<file path="src/rtl/dual_queue_server.sv">
// dual_queue_server
// Consumer end of the access controller's request interface. Rising edges on
// en_q / en_p capture din into the priority (Q) or normal (P) FIFO. A serve
// request dispenses one ID, always draining Q before P. Occupancy, full/empty
// status and single-cycle error pulses go to the front-panel display logic.

module dual_queue_server #(
    parameter int DEPTH = 8,
    parameter int ID_W  = 7,
    parameter int CNT_W = $clog2(DEPTH) + 1
) (
    input  logic             clk,
    input  logic             rst,
    input  logic             en_q,
    input  logic             en_p,
    input  logic [ID_W-1:0]  din,
    input  logic             serve,
    output logic             out_valid,
    output logic [ID_W-1:0]  out_id,
    output logic             out_from_q,
    output logic [CNT_W-1:0] q_count,
    output logic [CNT_W-1:0] p_count,
    output logic             q_full,
    output logic             p_full,
    output logic             q_empty,
    output logic             p_empty,
    output logic             overflow,
    output logic             underflow,
    output logic             conflict
);

    localparam int               AW       = $clog2(DEPTH);
    localparam logic [CNT_W-1:0] FULL_CNT = CNT_W'(DEPTH);
    localparam logic [CNT_W-1:0] ONE_CNT  = CNT_W'(1);
    localparam logic [AW-1:0]    ONE_PTR  = AW'(1);

    // Storage and pointers for both queues
    logic [ID_W-1:0]  q_mem [DEPTH];
    logic [ID_W-1:0]  p_mem [DEPTH];
    logic [AW-1:0]    q_wr_ptr;
    logic [AW-1:0]    q_rd_ptr;
    logic [AW-1:0]    p_wr_ptr;
    logic [AW-1:0]    p_rd_ptr;

    // Delayed enables for rising-edge detection
    logic             en_q_d;
    logic             en_p_d;

    // Per-cycle decisions
    logic             rise_q;
    logic             rise_p;
    logic             push_q;
    logic             push_p;
    logic             pop_q;
    logic             pop_p;
    logic             accept_q;
    logic             accept_p;
    logic             drop_full;
    logic             conflict_now;
    logic             underflow_now;
    logic             q_at_full;
    logic             p_at_full;
    logic [CNT_W-1:0] q_count_next;
    logic [CNT_W-1:0] p_count_next;

    // Decide pushes, pops and error conditions from the pre-edge state only
    always_comb begin
        rise_q        = en_q & ~en_q_d;
        rise_p        = en_p & ~en_p_d;
        conflict_now  = rise_q & rise_p;
        push_q        = rise_q;
        push_p        = rise_p & ~rise_q;

        q_at_full     = (q_count == FULL_CNT);
        p_at_full     = (p_count == FULL_CNT);

        pop_q         = serve & (q_count != '0);
        pop_p         = serve & (q_count == '0) & (p_count != '0);
        underflow_now = serve & (q_count == '0) & (p_count == '0);

        accept_q      = push_q & (~q_at_full | pop_q);
        accept_p      = push_p & (~p_at_full | pop_p);
        drop_full     = (push_q & ~accept_q) | (push_p & ~accept_p);
    end

    // Next occupancy: a simultaneous push and pop leaves the count unchanged
    always_comb begin
        q_count_next = q_count;
        p_count_next = p_count;
        if (accept_q && !pop_q) begin
            q_count_next = q_count + ONE_CNT;
        end else if (!accept_q && pop_q) begin
            q_count_next = q_count - ONE_CNT;
        end
        if (accept_p && !pop_p) begin
            p_count_next = p_count + ONE_CNT;
        end else if (!accept_p && pop_p) begin
            p_count_next = p_count - ONE_CNT;
        end
    end

    // Enable history; reset loads 1 so a still-high enable never pushes
    always_ff @(posedge clk) begin
        if (!rst) begin
            en_q_d <= 1'b1;
            en_p_d <= 1'b1;
        end else begin
            en_q_d <= en_q;
            en_p_d <= en_p;
        end
    end

    // Queue storage writes; contents need no reset since pointers gate reads
    always_ff @(posedge clk) begin
        if (rst && accept_q) begin
            q_mem[q_wr_ptr] <= din;
        end
        if (rst && accept_p) begin
            p_mem[p_wr_ptr] <= din;
        end
    end

    // Pointer maintenance; pointers wrap naturally modulo DEPTH
    always_ff @(posedge clk) begin
        if (!rst) begin
            q_wr_ptr <= '0;
            q_rd_ptr <= '0;
            p_wr_ptr <= '0;
            p_rd_ptr <= '0;
        end else begin
            if (accept_q) begin
                q_wr_ptr <= q_wr_ptr + ONE_PTR;
            end
            if (pop_q) begin
                q_rd_ptr <= q_rd_ptr + ONE_PTR;
            end
            if (accept_p) begin
                p_wr_ptr <= p_wr_ptr + ONE_PTR;
            end
            if (pop_p) begin
                p_rd_ptr <= p_rd_ptr + ONE_PTR;
            end
        end
    end

    // Registered occupancy and status flags reflecting the post-edge state
    always_ff @(posedge clk) begin
        if (!rst) begin
            q_count <= '0;
            p_count <= '0;
            q_full  <= 1'b0;
            p_full  <= 1'b0;
            q_empty <= 1'b1;
            p_empty <= 1'b1;
        end else begin
            q_count <= q_count_next;
            p_count <= p_count_next;
            q_full  <= (q_count_next == FULL_CNT);
            p_full  <= (p_count_next == FULL_CNT);
            q_empty <= (q_count_next == '0);
            p_empty <= (p_count_next == '0);
        end
    end

    // Dispensed ID register; out_id and out_from_q hold between pulses
    always_ff @(posedge clk) begin
        if (!rst) begin
            out_valid  <= 1'b0;
            out_id     <= '0;
            out_from_q <= 1'b0;
        end else begin
            out_valid <= pop_q | pop_p;
            if (pop_q) begin
                out_id     <= q_mem[q_rd_ptr];
                out_from_q <= 1'b1;
            end else if (pop_p) begin
                out_id     <= p_mem[p_rd_ptr];
                out_from_q <= 1'b0;
            end
        end
    end

    // Single-cycle error pulses, one cycle after the offending event
    always_ff @(posedge clk) begin
        if (!rst) begin
            overflow  <= 1'b0;
            underflow <= 1'b0;
            conflict  <= 1'b0;
        end else begin
            overflow  <= drop_full;
            underflow <= underflow_now;
            conflict  <= conflict_now;
        end
    end

endmodule

</file>
<file path="config.mk">
export PLATFORM = sky130hd
export DESIGN_NAME = dual_queue_server
export DESIGN_NICKNAME = d
export VERILOG_FILES = /design/src/rtl/dual_queue_server.sv
export SDC_FILE = /design/constraint.sdc
export NUM_CORES = 1
export LEC_CHECK = 0
export ABC_AREA = 1
export BUFFER_PORTS_ARGS = -buffer_cell sky130_fd_sc_hd__buf_2
export CORE_MARGIN = 3
export CORE_UTILIZATION = 30
export CTS_CLUSTER_DIAMETER = 60
export DETAILED_ROUTE_END_ITERATION = 10
export HOLD_SLACK_MARGIN = 0.06
export SETUP_SLACK_MARGIN = 0.05
export SYNTH_ARGS = -nofsm -noshare
export SYNTH_HDL_FRONTEND = slang
export SYNTH_SLANG_ARGS = --single-unit
</file>
<file path="constraint.sdc">
create_clock -name clk -period 2.59 [get_ports clk]
set_input_delay 0.1295 -clock clk [delete_from_list [all_inputs] [get_ports clk]]
set_output_delay 0.1295 -clock clk [all_outputs]
set_load 0.01 [all_outputs]
</file>
==> results.yml <==
power:
  report.power.total_uw: 8460
  cellLeakagePower_uw: 0.00297
  power.share.switching_pct: 35.4
  clockPowerShare_pct: 29.6
  p_switching_uw: 3000
  power-per-cell-area_mw_per_mm2: 1090
  vdd_ir_drop_max_uv: 653
  cell_internal_pwr_uw: 5460
  pwr-share-seq_pct: 36.9
  power.combinational.fraction_pct: 33.5
clock_network:
  clk_root_buffer_cell: "sky130_fd_sc_hd__clkbuf_16"
  cts-htree-levels: 4
  cts_buffers: 17
  clock_sink_count: 156
  clkLatencyLatePin_ns: 0.42
  clock_tree_from_tritoncts: "done"
  clock_tree.buffer_depth: 2
  path_clk_slew_ns: 0.06
yosys:
  synthArstFlopShare_pct: 0
  synthDistinctLibCells: 33
  synth_top_flop_cell: "sky130_fd_sc_hd__edfxtp_1"
  syn_avg_cell_area_sq_um: 10.3
  number_of_synthesized_flops_with_an_enable_pin: 112
  postSynthCellCount: 636
  synth_seq_cells: 156
  synth_nets: 657
  mappedNetlistArea_sq_mm: 0.00657
  seq_area_frac_synth_pct: 64.6
  synth-warning-count: 0
setup_path:
  crit_required_ns: 2.64
  r2r_cells: 9
  r2r_setup_slack_ns: 0.23
  critical_path.max_fanout: 7
  crit_arrival_ns: 2.41
  timing.setup.critical_path_class: "reg -> reg"
  setup.worst_path.end_class: "flip-flop"
  start_kind: "flip-flop"
  r2r-start: "p_count[0]$_SDFF_PN0_"
  critical_r2r_capture: "p_mem[7][1]$_DFFE_PP_"
place:
  post-place-ws_ns: 0.232
  number_of_port_buffers: 35
  detailedPlacementHpwl_mm: 9.55
  dpl_cell_area_sq_mm: 0.00712
  dpl.cell_count: 941
  gp_congestion: 0.798
final_layout:
  multi_input_gate_area_in_the_final_layout_sq_mm: 0.00205
  sequential_cell_area_sq_mm: 0.00424
  post-route-util_pct: 36.3
  fillCellCount: 2085
  layout_commonest_cell: "sky130_fd_sc_hd__nor2_1"
  fraction_of_layout_cells_with_a_size_suffix_above_1_pct: 15.6
  insertedDiodeCount: 0
  layout.cells.most_common_list: "124 x sky130_fd_sc_hd__nor2_1, 112 x sky130_fd_sc_hd__edfxtp_1, 92 x sky130_fd_sc_hd__nand2_1"
  post_layout_nonfiller_instances: 975
  nets: 708
  finish.instance_area_sq_mm: 0.00773
  layout-area-overhead-vs-synth_pct: 17.6
detailed_routing:
  ant_nets: 0
  drt-wirelength-per-cell_um: 14.8
  residual_drc: 0
  met1_length_mm: 6.77
  highest_metal_layer_with_signal_wires: "met4"
  vias: 4499
  route.met3.wl_um: 747
  finalWirelength_mm: 14.4
  routed_wire_length_on_met2_mm: 6.60
  drt_first_iter_violations: 228
  drt_first_pass_iters: 5
  drt-vias-per-instance: 4.61
outcome:
  status: "finished clean"
sta:
  setup_slack_ns: 0.233
  finalCritPeriodShare_pct: 91.0
  max_freq_mhz: 424
  fin_worst_skew_ns: 0.00861
  timing.final.crit_period_ns: 2.36
  worst_slew_pin_slew_ns: 0.598
  rsz0062_at_grt: "true"
  maxSlewHeadroom_pct: 60.1
  maxSlewViolCount: 0
  setup_viol_count_final: 0
  hold_violations: 0
floorplan:
  std_cell_rows: 53
  fp.dieArea_sq_mm: 0.0237
  die_y_um: 154
  die_w_um: 154
  coreArea_sq_mm: 0.0213
  floorplan.initialDensity_pct: 30.9
  num_io_pins: 36
global_route:
  grt_start_max_net_pins: 30
  grt-ovfl-total: 0
  gr-usage-all-layers_pct: 12.6
  grt_pass1_wl_mm: 23.4
  via_count_of_the_first_global_routing_pass: 4494
  grt_antenna_before_repair: 0
hold_path:
  hold_path_end: "q_count[1]$_SDFF_PN0_"
  hp-class: "in -> reg"
  timing.hold.worst_path_depth: 3
  worstHoldStart: "rst"
job:
  cap_viol_max_count: 0
cell usage after synthesis, types with 4 or more instances:
cell type	instances	share of area [%]
sky130_fd_sc_hd__xor2_1	9	1.2
sky130_fd_sc_hd__nand2_2	6	0.57
sky130_fd_sc_hd__inv_2	9	0.51
sky130_fd_sc_hd__buf_2	14	1.1
sky130_fd_sc_hd__dfxtp_1	44	13
sky130_fd_sc_hd__ha_1	9	1.7
sky130_fd_sc_hd__edfxtp_1	112	51
sky130_fd_sc_hd__o211ai_1	9	1.0
sky130_fd_sc_hd__nor2_1	124	7.1
sky130_fd_sc_hd__nand3_1	28	2.1
sky130_fd_sc_hd__nor2_2	4	0.38
sky130_fd_sc_hd__nor3_1	9	0.69
sky130_fd_sc_hd__o21ai_1	10	0.76
sky130_fd_sc_hd__inv_1	30	1.7
sky130_fd_sc_hd__clkbuf_1	8	0.46
sky130_fd_sc_hd__nand2_1	92	5.3
sky130_fd_sc_hd__a21oi_1	12	0.91
sky130_fd_sc_hd__o21ai_0	84	6.4
cells by family (layout without fill, tap and decap cells):
| logic type | count (synthesis) | count (layout) | synth area share [%] |
|---|---|---|---|
| flip-flops | 156 | 156 | 64.6 |
| buffers and inverters | 65 | 129 | 4.19 |
| XOR/XNOR | 9 | 9 | 1.20 |
| AND/OR/NAND/NOR | 278 | 278 | 18.8 |
| adder cells (fa/ha/maj) | 9 | 9 | 1.71 |
| AO/OA/AOI/OAI | 119 | 119 | 9.57 |
how the worst max path moves through the flow:
stage | start | end | slack (ns) | cells after the start
finish | p_count[0]$_SDFF_PN0_ | p_mem[7][1]$_DFFE_PP_ | 0.23 | 9
floorplan | p_count[0]$_SDFF_PN0_ | p_mem[0][0]$_DFFE_PP_ | 0.31 | 9
global route | p_count[0]$_SDFF_PN0_ | p_mem[7][5]$_DFFE_PP_ | -0.04 | 9
detailed placement | p_count[0]$_SDFF_PN0_ | p_mem[7][5]$_DFFE_PP_ | 0.23 | 9
global placement | p_count[0]$_SDFF_PN0_ | p_mem[5][3]$_DFFE_PP_ | 0.33 | 9
CTS | p_count[0]$_SDFF_PN0_ | p_mem[7][1]$_DFFE_PP_ | 0.21 | 9
layer usage:
metal	track usage [%]	vias to the layer above
li1	-	2265
met1	16.7	2106
met2	19.7	107
met3	3.41	21
met4	4.88	0
met5	0	-
stage by stage:
stage / hold WS, ns / setup TNS, ns
2_1_floorplan: 0.226 / 0
3_3_place_gp: 0.342 / 0
3_5_place_dp: 0.337 / 0
4_1_cts: 0.0830 / 0
5_1_grt: 0.118 / -0.483
6_report: 0.0861 / 0
layout make-up:
cell class,count,share of cell area (%)
clock buffer,23,5.79
tap,275,4.45
clock inverter,9,1.86
multi-input combinational,415,26.6
timing repair buffer,57,4.47
sequential,156,54.9
inverter,40,1.97
registers in the layout (all words and copies together) (netlist names), 3 cells and up, named ones only:
register	cells
p_mem	56
q_mem	56
q_wr_ptr	3
q_rd_ptr	3
out_id	7
p_wr_ptr	3
p_count	4
p_rd_ptr	3
q_count	4
critical path: stages (launching register included):
cell                      delay (ns)
sky130_fd_sc_hd__dfxtp_1        0.41
sky130_fd_sc_hd__inv_1          0.14
sky130_fd_sc_hd__ha_1           0.28
sky130_fd_sc_hd__nand3_1        0.16
sky130_fd_sc_hd__inv_1          0.07
sky130_fd_sc_hd__nand2_1        0.08
sky130_fd_sc_hd__nand2_2        0.08
sky130_fd_sc_hd__nor2_1         0.15
sky130_fd_sc_hd__nand2_1        0.15
sky130_fd_sc_hd__nor2_1         0.48
power groups by stage:
stage	Clock, uW	Combinational [uW]	Sequential (uW)
2_1_floorplan	0	2130	3150
3_3_place_gp	0	2860	3160
3_5_place_dp	0	2850	3170
4_1_cts	2560	2870	3120
5_1_grt	2660	3270	3160
6_report	2510	2840	3120
what timing repair did:
| action | in CTS | in global routing |
|---|---|---|
| hold buffers | 2 | 0 |
| hold endpoints to repair | 3 | 0 |
| setup endpoints to repair | 0 | 14 |
| buffers inserted | 0 | 0 |
| gates resized for setup | 0 | 0 |
Power figures use the tool's default switching activity.
